### config.mk
export PLATFORM = sky130hd
export DESIGN_NAME = lse_simd_2x12b_packer
export DESIGN_NICKNAME = d
export VERILOG_FILES = /design/src/rtl/lse_simd_2x12b_packer.sv
export SDC_FILE = /design/constraint.sdc
export NUM_CORES = 1
export LEC_CHECK = 0
export CAP_MARGIN = 25
export CORE_MARGIN = 2
export CORE_UTILIZATION = 55
export CTS_CLUSTER_DIAMETER = 80
export DETAILED_ROUTE_END_ITERATION = 8
export DONT_BUFFER_PORTS = 1
export PLACE_DENSITY = 0.76
export SLEW_MARGIN = 10
export SYNTH_ARGS = -nofsm -noshare
export SYNTH_HDL_FRONTEND = slang
export SYNTH_SLANG_ARGS = --single-unit
### constraint.sdc
create_clock -name clk -period 3.4 [get_ports clk]
set_input_delay 1.02 -clock clk [delete_from_list [all_inputs] [get_ports clk]]
set_output_delay 1.02 -clock clk [all_outputs]
set_load 0.005 [all_outputs]
### src/rtl/lse_simd_2x12b_packer.sv
// rtl/lse_simd_2x12b_packer.sv - packs two scalar 12-bit x/y pairs into one SIMD word and queues it in a FWFT FIFO
module lse_simd_2x12b_packer #(
  parameter int CHANNEL_WIDTH = 12,
  parameter int DATA_WIDTH = 24,
  parameter int FIFO_DEPTH = 4,
  parameter logic [CHANNEL_WIDTH-1:0] PAD_VALUE = 12'h800
) (
  input  logic                          clk,
  input  logic                          rst_n,
  input  logic                          in_valid,
  output logic                          in_ready,
  input  logic [CHANNEL_WIDTH-1:0]      in_x,
  input  logic [CHANNEL_WIDTH-1:0]      in_y,
  input  logic                          in_last,
  output logic                          out_valid,
  input  logic                          out_ready,
  output logic [DATA_WIDTH-1:0]         out_x,
  output logic [DATA_WIDTH-1:0]         out_y,
  output logic [1:0]                    out_lane_mask,
  output logic [$clog2(FIFO_DEPTH):0]   fifo_count
);

  localparam int PW = $clog2(FIFO_DEPTH);
  localparam int CW = PW + 1;
  localparam logic [CW-1:0] DEPTH_C = CW'(FIFO_DEPTH);

  typedef enum logic {
    LANE0_FREE,
    LANE0_HELD
  } state_t;

  state_t                   state;
  logic [CHANNEL_WIDTH-1:0] hold_x;
  logic [CHANNEL_WIDTH-1:0] hold_y;

  logic                     accept;
  logic                     pop;
  logic                     push;
  logic [DATA_WIDTH-1:0]    push_x;
  logic [DATA_WIDTH-1:0]    push_y;
  logic [1:0]               push_mask;

  logic [DATA_WIDTH-1:0]    mem_x [FIFO_DEPTH];
  logic [DATA_WIDTH-1:0]    mem_y [FIFO_DEPTH];
  logic [1:0]               mem_mask [FIFO_DEPTH];
  logic [PW-1:0]            wr_ptr;
  logic [PW-1:0]            rd_ptr;
  logic [CW-1:0]            count;

  // Input readiness depends only on registered occupancy, never on out_ready.
  assign in_ready  = (count != DEPTH_C);
  assign out_valid = (count != '0);
  assign accept    = in_valid && in_ready;
  assign pop       = out_valid && out_ready;
  assign fifo_count = count;

  // Pack FSM: park lane 0 in the hold register until lane 1 or in_last arrives.
  always_ff @(posedge clk or negedge rst_n) begin
    if (!rst_n) begin
      state  <= LANE0_FREE;
      hold_x <= '0;
      hold_y <= '0;
    end else if (accept) begin
      case (state)
        LANE0_FREE: begin
          if (!in_last) begin
            hold_x <= in_x;
            hold_y <= in_y;
            state  <= LANE0_HELD;
          end
        end
        default: state <= LANE0_FREE;
      endcase
    end
  end

  // Word assembly: a held lane 0 is always completed; a lone last pair pads lane 1.
  always_comb begin
    push      = 1'b0;
    push_x    = '0;
    push_y    = '0;
    push_mask = 2'b00;
    if (accept) begin
      if (state == LANE0_HELD) begin
        push      = 1'b1;
        push_x    = {in_x, hold_x};
        push_y    = {in_y, hold_y};
        push_mask = 2'b11;
      end else if (in_last) begin
        push      = 1'b1;
        push_x    = {PAD_VALUE, in_x};
        push_y    = {PAD_VALUE, in_y};
        push_mask = 2'b01;
      end
    end
  end

  // FIFO storage; stale entries are never visible because the outputs are masked when empty.
  always_ff @(posedge clk) begin
    if (push) begin
      mem_x[wr_ptr]    <= push_x;
      mem_y[wr_ptr]    <= push_y;
      mem_mask[wr_ptr] <= push_mask;
    end
  end

  // FIFO pointers wrap naturally at the power-of-two depth; count tracks occupancy.
  always_ff @(posedge clk or negedge rst_n) begin
    if (!rst_n) begin
      wr_ptr <= '0;
      rd_ptr <= '0;
      count  <= '0;
    end else begin
      if (push) wr_ptr <= wr_ptr + PW'(1);
      if (pop)  rd_ptr <= rd_ptr + PW'(1);
      if (push && !pop)      count <= count + CW'(1);
      else if (!push && pop) count <= count - CW'(1);
    end
  end

  assign out_x         = out_valid ? mem_x[rd_ptr]    : '0;
  assign out_y         = out_valid ? mem_y[rd_ptr]    : '0;
  assign out_lane_mask = out_valid ? mem_mask[rd_ptr] : 2'b00;

endmodule

==> summary.md <==
| Metric | Value |
|---|---|
| Status | `finished, final reports clean` |
| Post-CTS resize count | `0` |
| Chip width | `136 um` |
| Starting Density | `between 50% and 60%` |
| Met2 WL | `8900 um` |
| Hold Fails Final Rpt | `0` |
| Synth warn | `0` |
| Post-synth top area share | `62.7%` |
| Clock buffer depth | `3` |
| Clk pwr share | `25.8%` |
| Yosys top cell by area | `edfxtp_1` |
| Most common cell after layout, fill and taps aside | `edfxtp_1` |
| Postcts setup bufs | `0` |
| Synth Register Bits | `approximately 230` |
| Max-slew violation count | `0` |
| Post-route DRC | `0` |
| Gate power share | `29.8%` |
| Setup TNS | `0 ps` |
| Nets | `548` |
| Most frequent cells in the layout | `200 x edfxtp_1, 72 x and2_1, 50 x mux4_2` |
| WL per Instance | `23.6 um` |
| Tightest Hold Check Type | `input port to asynchronous set/reset pin` |
| GRT Resource Usage Total | `19.8%` |
| Antenna violations before repair | `0` |
| Row count | `48` |
| Hold buffers post-CTS | `0` |
| CTS root buffer | `clkbuf_16` |
| Crit Path Class | `flop to output pin` |
| Mean Syn Cell Area | `18.8 um^2` |
| First-pass GRT wire length | `27400 um` |
| Worst EP arrival | `2150 ps` |
| DR vias | `~4500` |
| H-tree Lvls | `1` |
| TritonRoute pass-1 iters | `7` |
| Switching Fraction | `roughly 29%` |
| Seq/Total Area, Yosys | `roughly 71%` |
| Final Skew | `roughly 16 ps` |
| Net Sw Power | `2.72 mW` |
| Port Buffer Count | `0` |
| DR iter-0 viols | `384` |
| Max-cap violations | `0` |
| PwrDens | `900 nW/um^2` |
| CP Data Required Time | `2380 ps` |
| Post-synthesis cell type count | `29` |
| Top cells by area, synth | `edfxtp_1 63%, mux4_2 12%, dfrtp_1 8.4%, and2_1 5.0%, mux2_4 3.3%` |
| Setup violators final | `0` |
| LEAKAGE | `3.63 nW` |
| Final min period | `3170 ps` |
| Measured slew at the worst slew-check pin | `about 820 ps` |
| Startpoint types | `flop` |
| Largest fanout on the critical path | `53` |
| Max-slew headroom | `45.6%` |
| Tcrit/Tclk final | `93.4%` |
| Syn nets | `543` |
| Post-synthesis cell count | `508` |
| Share of layout cells above drive strength 1 | `24.6%` |
| Die area | `~18000 um^2` |
| WL final | `17800 um` |
| Met1 wire length | `approximately 7500 um` |
| Mapped Area | `9570 um^2` |
| Top sig layer | `met4` |
| I/O pin total | `84` |
| Pin count of the biggest net entering global routing | `54` |
| Synth-to-Final Area Change | `10.2%` |
| Sequential power share | `between 40 and 50%` |
| DR vias/cell | `5.98` |
| Die Y | `136 um` |
| Final Core Density | `61.4%` |
| Vias in the first global route | `4688` |
| Met3 routed WL | `1190 um` |
| Clock tree sinks | `232` |
| Latest clock arrival within the worst-skew pair | `500 ps` |
| Detailed placement HPWL | `about 11000 um` |
| TritonCTS clock tree | `built` |
| Gp weighted congestion | `between 0.7 and 0.8` |
| Crit. End Element | `output pin` |
| Num CTS Buffers | `23` |
| Antenna Nets Post-Route | `0` |
| Peak supply drop | `1.02 mV` |
| Worst-path clk slew | `70 ps` |
| Pint | `6.78 mW` |
| RSZ-0062 raised after global routing | `false` |
| Core region area | `17200 um^2` |
| GR Overflow Total | `0` |
| Maximum clock frequency | `0.315 GHz` |
| Ant. Diodes | `0` |
through the flow:
step	instances	setup slack, ps	power [mW]	hold WS [ps]	instance area, um^2
6_report	753	225	9.49	213	10500
4_1_cts	753	166	9.61	201	10500
3_3_place_gp	713	742	7.02	489	9810
2_1_floorplan	508	378	6.46	480	9570
3_5_place_dp	713	625	7.16	494	9810
5_1_grt	753	77.4	9.98	192	10500
cell usage after synthesis:
master    instances
a21oi_1          15
a22oi_1          12
and2_1           76
and3_4            1
buf_12            2
buf_2             5
buf_4             5
buf_6             3
clkbuf_1         16
dfrtp_1          32
edfxtp_1        200
fa_1              1
ha_1              5
inv_1             5
inv_2             1
mux2_2            5
mux2_4           21
mux4_2           50
nand2_1          14
nand3_1           1
nand3_4           1
nand3b_1         12
nand3b_4          1
nor2_1           15
nor2b_1           1
or3_1             1
or3b_1            1
xnor2_1           4
xor2_1            2
worst max-delay path, cell delays in order (launching register included):
cell     delay (ps)
dfrtp_1         450
or3_2           860
and2_1          320
power groups by stage:
stage	logic, mW	clock network (mW)	registers (mW)
2_1_floorplan	2.31	0	4.15
3_3_place_gp	2.81	0	4.21
3_5_place_dp	2.89	0	4.27
4_1_cts	2.91	2.49	4.21
5_1_grt	3.11	2.60	4.27
6_report	2.83	2.45	4.21
logic make-up (layout without fill, tap and decap cells):
logic type               count (synthesis)  in the layout  share of synthesized area, %
flip-flops                             232            232                          71.1
AND/OR/NAND/NOR                        124            124                          7.83
XOR/XNOR                                 6              6                         0.549
multiplexers                            76             76                          15.6
buffers and inverters                   37             57                          2.29
adder cells (fa/ha/maj)                  6              6                         0.863
AO/OA/AOI/OAI                           27             27                          1.73
routing by layer:
| metal | vias up | track usage (%) |
|---|---|---|
| met5 | - | 0 |
| met4 | 0 | 4.57 |
| met3 | 17 | 3.91 |
| met2 | 140 | 31.9 |
| met1 | 2381 | 28.6 |
| li1 | 1966 | - |
cell type report:
cell class              instances  area, um^2
multi-input cells             239        2550
flip-flops and latches        232        6810
inverters                       6        22.5
well taps                     225         282
repair buffers                 11         145
clock buffers                  28         594
fillers                      1194        6630
clock inverters                12         140
flip-flops by register name (all words and copies together), names as in the netlist:
name and flops:
fifo_count 3, hold_x 12, hold_y 12, mem_mask 8
mem_x 96, mem_y 96, rd_ptr 2, state 1
wr_ptr 2
path summary, 6_finish.rpt:
kind                               start             to  slack [ps]  cells after the start
hold / removal                     rst_n      hold_x[9]         210                      0
setup / recovery           fifo_count[0]       out_y[5]         230                      2
hold reg to reg                hold_y[5]      hold_y[5]         510                      1
setup reg to reg           fifo_count[0]  fifo_count[2]         670                      8
max in group asynchronous          rst_n      rd_ptr[0]        3070                      0
min in group clk               hold_y[5]      hold_y[5]         510                      1
Note: power is estimated with default switching activity, not from simulation.
